`config.mk`:
```
export PLATFORM = sky130hd
export DESIGN_NAME = fq_timed_buffer_flat
export DESIGN_NICKNAME = d
export VERILOG_FILES = /design/src/rtl/fq_timed_buffer_pkg.sv /design/src/rtl/fq_timed_buffer_if.sv /design/src/rtl/fq_timed_buffer_ts_le_wrap.sv /design/src/rtl/fq_timed_buffer.sv /design/src/flat_wrapper.sv
export SDC_FILE = /design/constraint.sdc
export NUM_CORES = 1
export LEC_CHECK = 0
export CELL_PAD_IN_SITES_DETAIL_PLACEMENT = 1
export CELL_PAD_IN_SITES_GLOBAL_PLACEMENT = 2
export CORE_ASPECT_RATIO = 1.75
export CORE_MARGIN = 4
export CORE_UTILIZATION = 32
export CTS_BUF_LIST = sky130_fd_sc_hd__clkbuf_16
export CTS_CLUSTER_SIZE = 10
export DETAILED_ROUTE_END_ITERATION = 12
export GPL_ROUTABILITY_DRIVEN = 0
export PLACE_DENSITY_LB_ADDON = 0.12
export RECOVER_POWER = 100
export SLEW_MARGIN = 15
export SYNTH_ARGS = -nofsm -noshare
export SYNTH_HDL_FRONTEND = slang
export SYNTH_SLANG_ARGS = --single-unit
```
`constraint.sdc`:
```
create_clock -name clock -period 5.45 [get_ports clock]
set_input_delay 0.545 -clock clock [delete_from_list [all_inputs] [get_ports clock]]
set_output_delay 0.545 -clock clock [all_outputs]
set_load 0.01 [all_outputs]
```
`src/rtl/fq_timed_buffer_pkg.sv`:
```
// Shared constants for the flow-queue timed buffer and other time-aware stages.
// Timestamps are modular and wrap at 2^FQ_TS_WIDTH.
package fq_timed_buffer_pkg;

   localparam int unsigned FQ_DATA_WIDTH = 36;
   localparam int unsigned FQ_TS_WIDTH   = 10;
   localparam int unsigned FQ_LOG_DEPTH  = 3;

endpackage

```
`src/rtl/fq_timed_buffer_if.sv`:
```
// Flit-in / flit-out handshake bundle of the timed buffer, plus status signals.
// The slave modport is the buffer side; the master modport is the upstream/downstream side.
interface fq_timed_buffer_if
   import fq_timed_buffer_pkg::*;
#(
   parameter int unsigned DATA_WIDTH = FQ_DATA_WIDTH,
   parameter int unsigned TS_WIDTH   = FQ_TS_WIDTH,
   parameter int unsigned LOG_DEPTH  = FQ_LOG_DEPTH
) ();

   logic [TS_WIDTH-1:0]   sim_time;
   logic                  in_valid;
   logic [DATA_WIDTH-1:0] in_data;
   logic [TS_WIDTH-1:0]   in_timestamp;
   logic                  in_ready;
   logic                  out_valid;
   logic [DATA_WIDTH-1:0] out_data;
   logic [TS_WIDTH-1:0]   out_timestamp;
   logic                  out_ready;
   logic [LOG_DEPTH:0]    occupancy;
   logic                  order_err;

   modport slave (
      input  sim_time, in_valid, in_data, in_timestamp, out_ready,
      output in_ready, out_valid, out_data, out_timestamp, occupancy, order_err
   );

   modport master (
      output sim_time, in_valid, in_data, in_timestamp, out_ready,
      input  in_ready, out_valid, out_data, out_timestamp, occupancy, order_err
   );

endinterface

```
`src/rtl/fq_timed_buffer_ts_le_wrap.sv`:
```
// Combinational wrap-safe "a <= b" for modular timestamps: true when b is at most
// half the timestamp range ahead of (or equal to) a.
module fq_timed_buffer_ts_le_wrap
   import fq_timed_buffer_pkg::*;
#(
   parameter int unsigned WIDTH = FQ_TS_WIDTH
) (
   input  logic [WIDTH-1:0] a,
   input  logic [WIDTH-1:0] b,
   output logic             le
);

   logic [WIDTH-1:0] diff;

   always_comb begin
      diff = b - a;
      le   = ~diff[WIDTH-1];
   end

endmodule

```
`src/rtl/fq_timed_buffer.sv`:
```
// Per-flow-queue FIFO of timestamped flits; the head is released only once sim_time
// has reached its departure timestamp. Strict FIFO order, no bypass path.
module fq_timed_buffer
   import fq_timed_buffer_pkg::*;
#(
   parameter int unsigned DATA_WIDTH = FQ_DATA_WIDTH,
   parameter int unsigned TS_WIDTH   = FQ_TS_WIDTH,
   parameter int unsigned LOG_DEPTH  = FQ_LOG_DEPTH
) (
   input logic              clock,
   input logic              reset,
   fq_timed_buffer_if.slave bus
);

   localparam int unsigned DEPTH = 1 << LOG_DEPTH;

   typedef logic [LOG_DEPTH-1:0] ptr_t;
   typedef logic [LOG_DEPTH:0]   cnt_t;

   localparam cnt_t FULL_COUNT = cnt_t'(DEPTH);

   logic [TS_WIDTH-1:0]   ts_q   [DEPTH];
   logic [DATA_WIDTH-1:0] data_q [DEPTH];
   ptr_t                  wr_ptr_q;
   ptr_t                  rd_ptr_q;
   cnt_t                  count_q;
   logic [TS_WIDTH-1:0]   last_ts_q;
   logic                  last_vld_q;
   logic                  order_err_q;

   logic                  in_ready;
   logic                  out_valid;
   logic                  push;
   logic                  pop;
   logic                  due;
   logic                  in_le_last;
   logic                  order_bad;
   logic [TS_WIDTH-1:0]   head_ts;

   assign head_ts = ts_q[rd_ptr_q];

   fq_timed_buffer_ts_le_wrap #(
      .WIDTH (TS_WIDTH)
   ) u_due_cmp (
      .a  (head_ts),
      .b  (bus.sim_time),
      .le (due)
   );

   fq_timed_buffer_ts_le_wrap #(
      .WIDTH (TS_WIDTH)
   ) u_order_cmp (
      .a  (bus.in_timestamp),
      .b  (last_ts_q),
      .le (in_le_last)
   );

   always_comb begin
      // Full blocks a push even when a pop frees a slot in the same cycle.
      in_ready  = (count_q != FULL_COUNT);
      out_valid = (count_q != '0) && due;
      push      = bus.in_valid && in_ready;
      pop       = out_valid && bus.out_ready;
      order_bad = last_vld_q && in_le_last && (bus.in_timestamp != last_ts_q);
   end

   always_ff @(posedge clock) begin
      if (reset) begin
         ts_q        <= '{default: '0};
         data_q      <= '{default: '0};
         wr_ptr_q    <= '0;
         rd_ptr_q    <= '0;
         count_q     <= '0;
         last_ts_q   <= '0;
         last_vld_q  <= 1'b0;
         order_err_q <= 1'b0;
      end else begin
         if (push) begin
            ts_q[wr_ptr_q]   <= bus.in_timestamp;
            data_q[wr_ptr_q] <= bus.in_data;
            wr_ptr_q         <= wr_ptr_q + ptr_t'(1);
            last_ts_q        <= bus.in_timestamp;
            last_vld_q       <= 1'b1;
            if (order_bad) begin
               order_err_q <= 1'b1;
            end
         end
         if (pop) begin
            rd_ptr_q <= rd_ptr_q + ptr_t'(1);
         end
         case ({push, pop})
            2'b10:   count_q <= count_q + cnt_t'(1);
            2'b01:   count_q <= count_q - cnt_t'(1);
            default: count_q <= count_q;
         endcase
      end
   end

   assign bus.in_ready      = in_ready;
   assign bus.out_valid     = out_valid;
   assign bus.out_data      = data_q[rd_ptr_q];
   assign bus.out_timestamp = head_ts;
   assign bus.occupancy     = count_q;
   assign bus.order_err     = order_err_q;

endmodule

```
`src/flat_wrapper.sv`:
```
// flat-port wrapper written by rule: the top's interface ports become plain ports
module fq_timed_buffer_flat import fq_timed_buffer_pkg::*;
#(
   parameter int unsigned DATA_WIDTH = FQ_DATA_WIDTH,
   parameter int unsigned TS_WIDTH   = FQ_TS_WIDTH,
   parameter int unsigned LOG_DEPTH  = FQ_LOG_DEPTH
)
  (clock, reset, bus_sim_time, bus_in_valid, bus_in_data, bus_in_timestamp, bus_out_ready, bus_in_ready, bus_out_valid, bus_out_data, bus_out_timestamp, bus_occupancy, bus_order_err);
  fq_timed_buffer_if #(.DATA_WIDTH(DATA_WIDTH), .TS_WIDTH(TS_WIDTH), .LOG_DEPTH(LOG_DEPTH)) bus_i ();
  input logic clock;
  input logic reset;
  input wire logic [$bits(bus_i.sim_time)-1:0] bus_sim_time;
  input wire logic [$bits(bus_i.in_valid)-1:0] bus_in_valid;
  input wire logic [$bits(bus_i.in_data)-1:0] bus_in_data;
  input wire logic [$bits(bus_i.in_timestamp)-1:0] bus_in_timestamp;
  input wire logic [$bits(bus_i.out_ready)-1:0] bus_out_ready;
  output wire logic [$bits(bus_i.in_ready)-1:0] bus_in_ready;
  output wire logic [$bits(bus_i.out_valid)-1:0] bus_out_valid;
  output wire logic [$bits(bus_i.out_data)-1:0] bus_out_data;
  output wire logic [$bits(bus_i.out_timestamp)-1:0] bus_out_timestamp;
  output wire logic [$bits(bus_i.occupancy)-1:0] bus_occupancy;
  output wire logic [$bits(bus_i.order_err)-1:0] bus_order_err;
  assign bus_i.sim_time = bus_sim_time;
  assign bus_i.in_valid = bus_in_valid;
  assign bus_i.in_data = bus_in_data;
  assign bus_i.in_timestamp = bus_in_timestamp;
  assign bus_i.out_ready = bus_out_ready;
  assign bus_in_ready = bus_i.in_ready;
  assign bus_out_valid = bus_i.out_valid;
  assign bus_out_data = bus_i.out_data;
  assign bus_out_timestamp = bus_i.out_timestamp;
  assign bus_occupancy = bus_i.occupancy;
  assign bus_order_err = bus_i.order_err;
  fq_timed_buffer #(.DATA_WIDTH(DATA_WIDTH), .TS_WIDTH(TS_WIDTH), .LOG_DEPTH(LOG_DEPTH)) u_core (.clock(clock), .reset(reset), .bus(bus_i));
endmodule
```
# [Word-level counts from Yosys, hierarchy flattened]
# Cells that the tools add are included.
[totals] in_bits=60 out_inout_bits=53 reg_bits=390 wordCells=61
[op_classes] bitwise=4 addsub=6 reduce_logical=9 magnitude_cmp=3 n_eq_ne=4 muxes=13
[op_table] cell="288-bit bitwise mux" count=1
[op_table] cell="36-bit binary-select mux with 3-bit select" count=1
[op_table] cell="36-bit demux with 3-bit select" count=1
[op_table] cell="36-bit 2-to-1 mux" count=3
[op_table] cell="80-bit bitwise mux" count=1
[op_table] cell="10-bit binary-select mux with 3-bit select" count=1
[op_table] cell="10-bit demux with 3-bit select" count=1
[op_table] cell="10-bit 2-to-1 mux" count=3
[op_table] cell="10-bit subtractor" count=2
[op_table] cell="10-bit inequality test" count=1
[op_table] cell="4-bit greater-or-equal comparator, second input constant" count=2
[op_table] cell="3-bit NOT with 4-bit output" count=2
[op_table] cell="4-bit case mux with 2 select lines" count=1
[op_table] cell="3-bit by 1-bit adder with 3-bit output, second input constant" count=2
[op_table] cell="1-bit logical AND" count=6
[op_table] cell="4-bit by 1-bit adder with 4-bit output, second input constant" count=1
[op_table] cell="4-bit by 1-bit < comparator with 1-bit output, second input constant" count=1
[op_table] cell="4-bit inequality test, second input constant" count=1
[op_table] cell="4-bit nonzero test" count=1
[op_table] cell="4-bit by 1-bit subtractor with 4-bit output, second input constant" count=1
[op_table] cell="2-bit by 1-bit equality test with 1-bit output, second input constant" count=1
[op_table] cell="2-bit equality test, second input constant" count=1
[op_table] cell="1-bit NOT" count=2
[op_table] cell="2-bit AND reduction" count=1
[op_table] cell="2-bit nonzero test" count=1

# [Depth between registers and ports, before layout]
# Gate-level depths: netlist of the first run.
[depth] ltp_word=10 mapped_depth=18 mapped_depth_nobuf=15

# [Cells and area by module]
# A second synthesis of the first run with hierarchy kept.
[unflattened] hier_cells=1999 area_unflattened_um2=17315.4
[by_module_without_submodules] mod="fq_timed_buffer" cells_each=1941 area_per_inst_um2=16872.4 instances=1
[by_module_without_submodules] mod="fq_timed_buffer_ts_le_wrap" cells_each=29 area_per_inst_um2=221.5 instances=2

# [Least setup slack after synthesis of the first run]
# OpenSTA, ideal clock, no wires.
[synth_path] path_type="reg-to-reg" start="register u_core.rd_ptr_q[0]" end="register u_core.count_q[3] (netlist: u_core.bus.occupancy[3])" path_slack_ns=0.929 synth_period_minus_slack_ns=4.521 path_stages_with_launch=19 n_path_buf=3 required_time_ns=5.380 t_arrival_ns=4.451 path_cell_list="dfxtp_1 buf_6 buf_6 clkbuf_1 mux4_2 mux2i_1 ha_1 a21oi_1 o21ai_0 a211o_1 or3b_1 a21oi_4 ha_1 ha_1 a21o_1 a21oi_1 xnor2_1 or3_1 a21oi_1"
[synth_between] elab_chain_cells=10 word_cells_on_any_way=12
[synth_rtl] item="start, declared" line="fq_timed_buffer.sv:25" text="ptr_t rd_ptr_q;"
[synth_rtl] item="start signal, assigned" line="fq_timed_buffer.sv:89" text="rd_ptr_q <= rd_ptr_q + ptr_t'(1);"
[synth_rtl] item="3-bit NOT with 4-bit output (not written as such) *" line="fq_timed_buffer.sv:40" text="assign head_ts = ts_q[rd_ptr_q];"
[synth_rtl] item="10-bit binary-select mux with 3-bit select *" line="fq_timed_buffer.sv:40"
[synth_rtl] item="10-bit 2-to-1 mux (not written as such) * (2 in series)" line="fq_timed_buffer.sv:40"
[synth_rtl] item="10-bit subtractor *" line="fq_timed_buffer_ts_le_wrap.sv:16" text="diff = b - a;"
[synth_rtl] item="1-bit NOT *" line="fq_timed_buffer_ts_le_wrap.sv:17" text="le = ~diff[WIDTH-1];"
[synth_rtl] item="1-bit logical AND *" line="fq_timed_buffer.sv:61" text="out_valid = (count_q != '0) && due;"
[synth_rtl] item="1-bit logical AND *" line="fq_timed_buffer.sv:63" text="pop = out_valid && bus.out_ready;"
[synth_rtl] item="net u_core.pop" line="fq_timed_buffer.sv:34" text="logic pop;"
[synth_rtl] item="2-bit by 1-bit equality test with 1-bit output or 2-bit equality test (tied branches)" line="fq_timed_buffer.sv:91" text="case ({push, pop})"
[synth_rtl] item="4-bit case mux with 2 select lines or 2-bit nonzero test (tied branches)"
[synth_rtl] item="end signal, assigned" line="fq_timed_buffer.sv:92" text="2'b10: count_q <= count_q + cnt_t'(1);"
[synth_rtl] item="end signal, assigned" line="fq_timed_buffer.sv:93" text="2'b01: count_q <= count_q - cnt_t'(1);"
[synth_rtl] item="end signal, assigned" line="fq_timed_buffer.sv:94" text="default: count_q <= count_q;"
[synth_rtl] item="end, declared" line="fq_timed_buffer.sv:26" text="cnt_t count_q;"
# The timed path passes the listed nets; every way through them passes the cells marked *. The select of a mux whose other input is x is not followed.
# A chain may end at the register's enable or synchronous reset.

# [Worst setup path after layout of the first run]
# Ends and elaborated chain as after synthesis.

==> impl_metrics.yaml, run 1 <==
outcome:
  status: "finished with violations"
  violations: "max-capacitance violations, max-slew violations"
synth:
  synth_commonest_cells: "765 x nand2_1, 390 x dfxtp_1, 387 x a21oi_1"
  synth_warnings: 0
  synth.most_common_cell: "nand2_1"
  synth-seq-area-share_pct: 45.4
  synth_flop_cell: "dfxtp_1"
  synth_cells: 1999
  avgSynthCellArea_sq_um: 8.59
  async_reset_ff_share_pct: 0
  netlist_top_cells_area: "dfxtp_1 45%, nand2_1 17%, mux4_2 12%"
  synth_top_area_share_pct: 45.4
  synth_edf_count: 0
  ys_seq_elements: 390
  synthDistinctLibCells: 55
  syn_area_sq_um: 17200
  synth_top_cell_by_area: "dfxtp_1"
  syn_nets: 2082
setup_path:
  regToRegSetupSlack_ns: 0.48
  rr_worst_depth: 15
  r2r-end: "u_core.bus.occupancy[3]$_SDFFE_PP0P_"
  end_kind: "register"
  startpoint: "u_core.rd_ptr_q[0]$_SDFFE_PP0P_"
  path_max_fanout: 20
  cp-endpoint: "u_core.bus.occupancy[3]$_SDFFE_PP0P_"
  start_kind: "register"
  path_class: "register to register"
  required_ns: 5.92
  critical_path_arrival_ns: 5.45
  reg2reg_from: "u_core.rd_ptr_q[0]$_SDFFE_PP0P_"
sta:
  finClkSkew_ns: 0.0175
  holdWs_ns: 0.450
  worstMarginPinSlew_ns: 1.80
  hold_viol: 0
  timing.fmax_ghz: 0.201
  fin_crit_sh_pct: 91.2
  rsz0062_at_grt: "no"
  slew_headroom_pct: -20.6
  fin_ws_ns: 0.477
  fin_tns_setup_ns: 0
  finalSetupViolCount: 0
  min_period_ns: 4.97
  slew_viol_final: 67
placement:
  placed_area_sq_um: 18600
  portBuffers: 112
  pre_cts_ws_ns: 0.702
  place_inst: 2638
  dp_hpwl_mm: 35.3
power:
  p_total_mw: 6.51
  ir_drop_uv: 187
  p_per_area_nw_per_um2: 332
  power_leakage_nw: 6.58
clock_tree:
  clock_latency_ns: 0.55
  postCtsSetupBuffers: 0
  cts_tree: "done"
  h-tree-depth: 2
  cts_buffers: 45
  ctsRootBufferMaster: "clkbuf_16"
  clkTransAtPathRegs_ns: 0.06
  clock_sinks: 390
  ctsHoldBuffers: 0
  postCtsResizedCells: 0
  clk_path_buf_depth: 3
route:
  wl_mm: 60.3
  viasPerCell: 5.22
  dr.first_iter.drc_count: 642
  vias: 14033
  first_pass_iters: 5
  post_drt_wl_per_cell_um: 22.4
  drt.antenna.violating_nets: 0
  drc: 0
cells_and_area:
  syn_to_final_growth_pct: 14.3
  nets: 2084
  fin_cells: 2689
  drive_gt1_share_pct: 11.2
  postLayoutCellArea_sq_um: 19600
  final_util_pct: 36.9
  diodes: 0
global_route:
  grt_start_max_net_pins: 132
  antenna_found_initial: 0
  grt_pass1_vias: 15030
  grt_usage_pct: 20.7
  grt_pass1_wl_mm: 92.1
  grt-ovfl-total: 0
run:
  drv_cap: 4
floorplan:
  die_w_um: 183
  num_rows: 112
  initial_core_util_pct: 32.3
  chipHeight_um: 315
  dieArea_sq_um: 57600
  coreArea_sq_um: 53300
  num_io_pins: 113
worst_hold_path:
  hp-class: "register to register"
[layer usage]
metal | track usage (%) | up-vias | part of all wire (%)
met5 | 0 | - | 0
met2 | 39.6 | 216 | 54
met3 | 1.99 | 91 | 2.5
met4 | 5.69 | 0 | 2.7
met1 | 24.3 | 7095 | 40
li1 | - | 6631 | -
[worst min path at each step]
stage,start,endpoint,cells past startpoint
2_1_floorplan,u_core.ts_q[20]$_SDFFE_PP0P_,u_core.ts_q[20]$_SDFFE_PP0P_,2
3_3_place_gp,u_core.data_q[277]$_SDFFE_PP0P_,u_core.data_q[277]$_SDFFE_PP0P_,2
3_5_place_dp,u_core.data_q[180]$_SDFFE_PP0P_,u_core.data_q[180]$_SDFFE_PP0P_,2
4_1_cts,u_core.data_q[180]$_SDFFE_PP0P_,u_core.data_q[180]$_SDFFE_PP0P_,2
5_1_grt,u_core.data_q[148]$_SDFFE_PP0P_,u_core.data_q[148]$_SDFFE_PP0P_,2
6_report,u_core.data_q[269]$_SDFFE_PP0P_,u_core.data_q[269]$_SDFFE_PP0P_,2
[flip-flops by register name, indices dropped and copies added (netlist names)]
signal,flops
u_core.rd_ptr_q,3
u_core.last_ts_q,10
u_core.ts_q,80
u_core.bus.occupancy,4
u_core.bus.order_err,1
u_core.last_vld_q,1
u_core.data_q,288
u_core.wr_ptr_q,3
[placed cells by master (no fill, tap or decap), types with 4 or more instances in the layout]
cell | Yosys | routed
a21oi_1 | 387 | 389
buf_4 | 15 | 24
clkbuf_1 | 98 | 6
clkbuf_16 | 0 | 45
clkbuf_2 | 0 | 5
clkdlybuf4s50_1 | 0 | 64
dfxtp_1 | 390 | 387
dlygate4sd3_1 | 0 | 47
ha_1 | 22 | 22
inv_1 | 24 | 28
mux2_2 | 37 | 37
mux2i_1 | 9 | 9
mux4_2 | 91 | 91
nand2_1 | 765 | 766
nor2_1 | 13 | 14
o21ai_0 | 4 | 4
xor2_1 | 4 | 4
[critical path, cell delays in order (launching register included)]
cell and delay [ns]:
dfxtp_4 0.62, mux4_2 0.57, mux2i_1 0.23, ha_1 0.32, a21oi_1 0.19, a21boi_0 0.17
a211o_1 0.38, or3b_1 0.44, a21oi_1 0.49, ha_1 0.30, ha_1 0.25, a21o_1 0.18
a21oi_1 0.20, xnor2_1 0.10, or3_1 0.31, a21oi_1 0.14
[cells by family (layout without fill, tap and decap cells)]
kind of cell    after synthesis  after routing  share of synthesized area [%]
xor+xnor                      7              7                          0.357
buf+inv                     219            225                           6.06
flops                       390            390                           45.4
compound gates              406            406                           12.3
mux                         141            141                           15.3
fa+ha+maj                    23             23                           1.72
simple gates                813            813                           18.8
[power by group]
part	internal, mW	switching [mW]
clock network	1.45	1.16
logic	0.372	0.516
registers	2.93	0.0791
total	4.76	1.76
[cell type report]
cell class                 instances  area [sq um]
tap                              684           856
fill                            6272         33600
inverter                          25          95.1
multi-input combinational       1390          8330
sequential                       390          7820
clock buffer                      45          1130
timing repair buffer             149          1380
clock inverter                     6          26.3
(Power assumes the default switching activity.)
==> run 2, diff against run 1 <==
Settings changed: ABC_AREA from default to 1, CORE_MARGIN 4 to 1.
==> impl_metrics.yaml, run 2 <==
floorplan:
  chipHeight_um: 310
  initial_core_util_pct: 32.5
  num_rows: 112
  num_io_pins: 113
  coreArea_sq_um: 53500
  dieArea_sq_um: 55400
  die_w_um: 178
cells_and_area:
  top_regs: "u_core.data_q: 288 flops, u_core.ts_q: 80 flops, u_core.last_ts_q: 10 flops"
  nets: 2442
  fill_cells: 6527
  syn_to_final_growth_pct: 14.4
  largest_reg_flops: 288
  layout_common_cells: "533 x a21oi_1, 493 x o21ai_0, 413 x inv_1"
  regMostFlops: "u_core.data_q"
  layout_commonest_cell: "a21oi_1"
  drive_gt1_share_pct: 4.22
  fin_cells: 3052
clock_tree:
  clock_latency_ns: 0.55
  clock_sinks: 390
  cts_tree: "done"
  h-tree-depth: 2
  clk_path_buf_depth: 3
  cts_buffers: 45
  postCtsResizedCells: 0
  postCtsSetupBuffers: 0
  ctsRootBufferMaster: "clkbuf_16"
  clkTransAtPathRegs_ns: 0.06
  ctsHoldBuffers: 0
sta:
  fin_crit_sh_pct: 91.7
  worstMarginPinSlew_ns: 2.62
  finalSetupViolCount: 0
  fin_ws_ns: 0.453
  hold_viol: 0
  slew_viol_final: 174
  finClkSkew_ns: 0.0159
  slew_headroom_pct: -74.9
  rsz0062_at_grt: "no"
  min_period_ns: 5.00
  timing.fmax_ghz: 0.200
  fin_tns_setup_ns: 0
setup_path:
  start_kind: "register"
  path_max_fanout: 47
  required_ns: 4.91
  end_kind: "primary output"
  path_class: "register to primary output"
  critical_path_arrival_ns: 4.45
synth:
  synth_commonest_cells: "533 x a21oi_1, 409 x inv_1, 390 x dfxtp_1"
  synth_flop_cell: "dfxtp_1"
  ys_seq_elements: 390
  netlist_top_cells_area: "dfxtp_1 45%, a21oi_1 15%, inv_1 8.8%"
  syn_nets: 2452
  synth_edf_count: 0
  syn_area_sq_um: 17400
  synth-seq-area-share_pct: 44.9
  synth_top_area_share_pct: 44.9
  synth_cells: 2369
  synth.most_common_cell: "a21oi_1"
  synth_warnings: 0
  avgSynthCellArea_sq_um: 7.35
  synthDistinctLibCells: 32
  async_reset_ff_share_pct: 0
  synth_top_cell_by_area: "dfxtp_1"
placement:
  pre_cts_ws_ns: 0.832
  dp_hpwl_mm: 33.2
  place_inst: 2996
  portBuffers: 112
global_route:
  grt_pass1_wl_mm: 90.5
  grt_pass1_vias: 16181
  antenna_found_initial: 1
  grt-ovfl-total: 0
  grt_start_max_net_pins: 174
  grt_usage_pct: 20.9
worst_hold_path:
  hp-class: "register to register"
power:
  power_leakage_nw: 6.92
  ir_drop_uv: 300
  p_total_mw: 8.52
  p_per_area_nw_per_um2: 428
route:
  viasPerCell: 5.18
  drc: 0
  vias: 15807
  drt.antenna.violating_nets: 0
  wl_mm: 56.7
  dr.first_iter.drc_count: 722
  post_drt_wl_per_cell_um: 18.6
  first_pass_iters: 5
run:
  drv_cap: 1
outcome:
  status: "finished with violations"
  violations: "max-capacitance violations, max-slew violations"
==> run 2: layout make-up <==
class	count	area [sq um]	area share (%)
flip-flops and latches	390	7810	39.3
diodes	1	2.50	0.0126
well taps	684	856	4.30
multi-input cells	1364	7120	35.8
clock inverters	8	36.3	0.182
inverters	421	1590	7.99
clock buffers	47	1180	5.91
repair buffers	137	1310	6.60
==> run 2: final timing paths <==
| check | startpoint | to | slack [ns] | cells past startpoint |
|---|---|---|---|---|
| worst max-delay path | u_core.rd_ptr_q[1]$_SDFFE_PP0P_ | bus_out_data[26] | 0.45 | 7 |
| worst min-delay path | u_core.ts_q[41]$_SDFFE_PP0P_ | u_core.ts_q[41]$_SDFFE_PP0P_ | 0.44 | 2 |
| worst max register to register | u_core.rd_ptr_q[1]$_SDFFE_PP0P_ | u_core.bus.occupancy[3]$_SDFFE_PP0P_ | 0.80 | 22 |
| worst min register to register | u_core.ts_q[41]$_SDFFE_PP0P_ | u_core.ts_q[41]$_SDFFE_PP0P_ | 0.44 | 2 |
==> run 2: per-stage QoR <==
step	hold slack [ns]	util (%)	area, sq um
4_1_cts	0.443	37.2	19900
3_3_place_gp	0.428	35.0	18700
3_5_place_dp	0.434	35.0	18700
5_1_grt	0.459	37.2	19900
2_1_floorplan	0.420	-	17400
6_report	0.441	37.2	19900
==> run 2: layer usage <==
layer / global-route usage, % / routed length, um / up-vias
met5: 0 / 0 / -
met4: 7.37 / 1710 / 0
met3: 2.64 / 1680 / 94
met2: 39.4 / 29800 / 188
met1: 23.6 / 23500 / 7692
li1: - / - / 7833
==> run 2: cell families (layout without fill, tap and decap cells) <==
kind of cell	count (synthesis)	count (layout)	synth area share, %
buffers and inverters	615	613	14.5
AOI/OAI and AO/OA	1141	1141	33.9
adders and majority gates	23	23	1.70
other	0	1	0
and+or+nand+nor	197	197	4.90
xor gates and xnor gates	3	3	0.151
DFF	390	390	44.9
==> run 2: report_power, final <==
group	switching, mW	total (mW)	internal (mW)
logic	1.75	2.70	0.948
registers	0.106	3.13	3.03
clock network	1.17	2.69	1.51
total	3.03	8.52	5.49
==> run 2: critical path, stage by stage, from the launching register on <==
cell           delay, ns
dfxtp_2             0.51
inv_4               0.51
clkbuf_2            0.95
buf_4               0.65
a21oi_1             0.09
a221oi_1            0.31
a31oi_1             0.13
dlygate4sd3_1       0.69
==> run 3, diff against run 2 <==
Settings changed: CORE_ASPECT_RATIO 1.75 to 1.1, CORE_UTILIZATION 32 to 34, CTS_BUF_LIST sky130_fd_sc_hd__clkbuf_16 to default.
==> impl_metrics.yaml, run 3 (synthesis results as in run 2) <==
placement:
  portBuffers: 112
  dp_hpwl_mm: 30.5
sta:
  timing.fmax_ghz: 0.212
  worstMarginPinSlew_ns: 3.11
  finClkSkew_ns: 0.0157
  finalSetupViolCount: 0
  fin_crit_sh_pct: 86.5
  holdWs_ns: 0.440
  slew_viol_final: 579
  slew_headroom_pct: -108
  rsz0062_at_grt: "no"
  fin_tns_setup_ns: 0
  min_period_ns: 4.72
  hold_viol: 0
cells_and_area:
  regMostFlops: "u_core.data_q"
  drive_gt1_share_pct: 3.91
  layout_commonest_cell: "a21oi_1"
  nets: 2442
  syn_to_final_growth_pct: 14.5
  layout_common_cells: "533 x a21oi_1, 445 x o21ai_0, 409 x inv_1"
  final_util_pct: 39.6
  largest_reg_flops: 288
  top_regs: "u_core.data_q: 288 flops, u_core.ts_q: 80 flops, u_core.last_ts_q: 10 flops"
route:
  vias: 15630
  wl_mm: 54.1
  dr.first_iter.drc_count: 721
  first_pass_iters: 4
  drt.antenna.violating_nets: 0
  viasPerCell: 5.14
  drc: 0
  post_drt_wl_per_cell_um: 17.8
worst_hold_path:
  hp-class: "register to register"
  hold_path_end: "u_core.data_q[264]$_SDFFE_PP0P_"
  holdPathStages: 2
  hold_path_startpoint: "u_core.data_q[264]$_SDFFE_PP0P_"
clock_tree:
  clock_latency_ns: 0.58
  clkTransAtPathRegs_ns: 0.05
  cts_tree: "done"
  ctsRootBufferMaster: "clkbuf_16"
  cts_buffers: 47
  clk_path_buf_depth: 3
  postCtsSetupBuffers: 0
  postCtsResizedCells: 0
  h-tree-depth: 2
  clock_sinks: 390
  ctsHoldBuffers: 0
run:
  drv_cap: 10
floorplan:
  num_rows: 86
  initial_core_util_pct: 34.6
  coreArea_sq_um: 50400
  dieArea_sq_um: 52100
  die_w_um: 218
  chipHeight_um: 239
  num_io_pins: 113
setup_path:
  end_kind: "primary output"
  path_max_fanout: 68
  critical_path_arrival_ns: 4.17
  rr_worst_depth: 27
  start_kind: "register"
  regToRegSetupSlack_ns: 0.88
  reg2reg_from: "u_core.rd_ptr_q[0]$_SDFFE_PP0P_"
  path_class: "register to primary output"
  r2r-end: "u_core.bus.occupancy[3]$_SDFFE_PP0P_"
  required_ns: 4.91
global_route:
  grt_start_max_net_pins: 138
  grt_pass1_wl_mm: 87.0
  antenna_found_initial: 2
  grt-ovfl-total: 0
  grt_usage_pct: 21.0
  grt_pass1_vias: 15841
outcome:
  status: "finished with violations"
  violations: "max-capacitance violations, max-slew violations"
power:
  power_leakage_nw: 6.94
  p_total_mw: 8.65
  ir_drop_uv: 289
  p_per_area_nw_per_um2: 434
[run 3: through the flow]
stage,instances,setup WS [ns],area [sq um]
final,3042,0.735,19900
after global placement,2970,1.22,18700
after global routing,3042,0.401,19900
after floorplan,2369,1.72,17400
after CTS,3041,0.885,20000
after detailed placement,2970,1.12,18700
[run 3: where the power goes]
group	switching [mW]	total [mW]	internal, mW
registers	0.0754	3.10	3.02
clock network	1.19	2.87	1.67
logic	1.75	2.68	0.936
[run 3: metal layers]
layer	track usage, %	part of all wire (%)	up-vias
met5	0	0.026	-
met4	6.34	2.2	2
met3	3.02	3.1	70
met2	35.7	47	166
met1	27.2	47	7536
li1	-	-	7856
[run 3: layout make-up]
cell class | count | area (sq um)
Antenna cell | 1 | 2.50
Clock buffer | 69 | 1340
Clock inverter | 2 | 10.0
Fill cell | 6175 | 30400
Inverter | 421 | 1590
Multi-Input combinational cell | 1364 | 7080
Sequential cell | 390 | 7810
Tap cell | 660 | 826
Timing Repair Buffer | 135 | 1270
[run 3: worst max path at each step]
stage | from | endpoint | slack, ns
after floorplan | u_core.rd_ptr_q[0]$_SDFFE_PP0P_ | u_core.bus.occupancy[3]$_SDFFE_PP0P_ | 1.72
after global placement | u_core.rd_ptr_q[0]$_SDFFE_PP0P_ | u_core.bus.occupancy[3]$_SDFFE_PP0P_ | 1.22
after detailed placement | u_core.rd_ptr_q[0]$_SDFFE_PP0P_ | u_core.bus.occupancy[3]$_SDFFE_PP0P_ | 1.12
after CTS | u_core.rd_ptr_q[0]$_SDFFE_PP0P_ | bus_out_valid | 0.88
after global routing | u_core.rd_ptr_q[0]$_SDFFE_PP0P_ | bus_out_valid | 0.40
final | u_core.rd_ptr_q[0]$_SDFFE_PP0P_ | bus_out_data[6] | 0.73
[run 3: worst max-delay path, cell delays in order, from the launching register on]
cell	delay, ns
dfxtp_1	0.37
buf_4	0.61
clkbuf_2	1.10
o21ai_0	0.28
a221oi_1	0.34
a31oi_1	0.12
dlygate4sd3_1	0.69
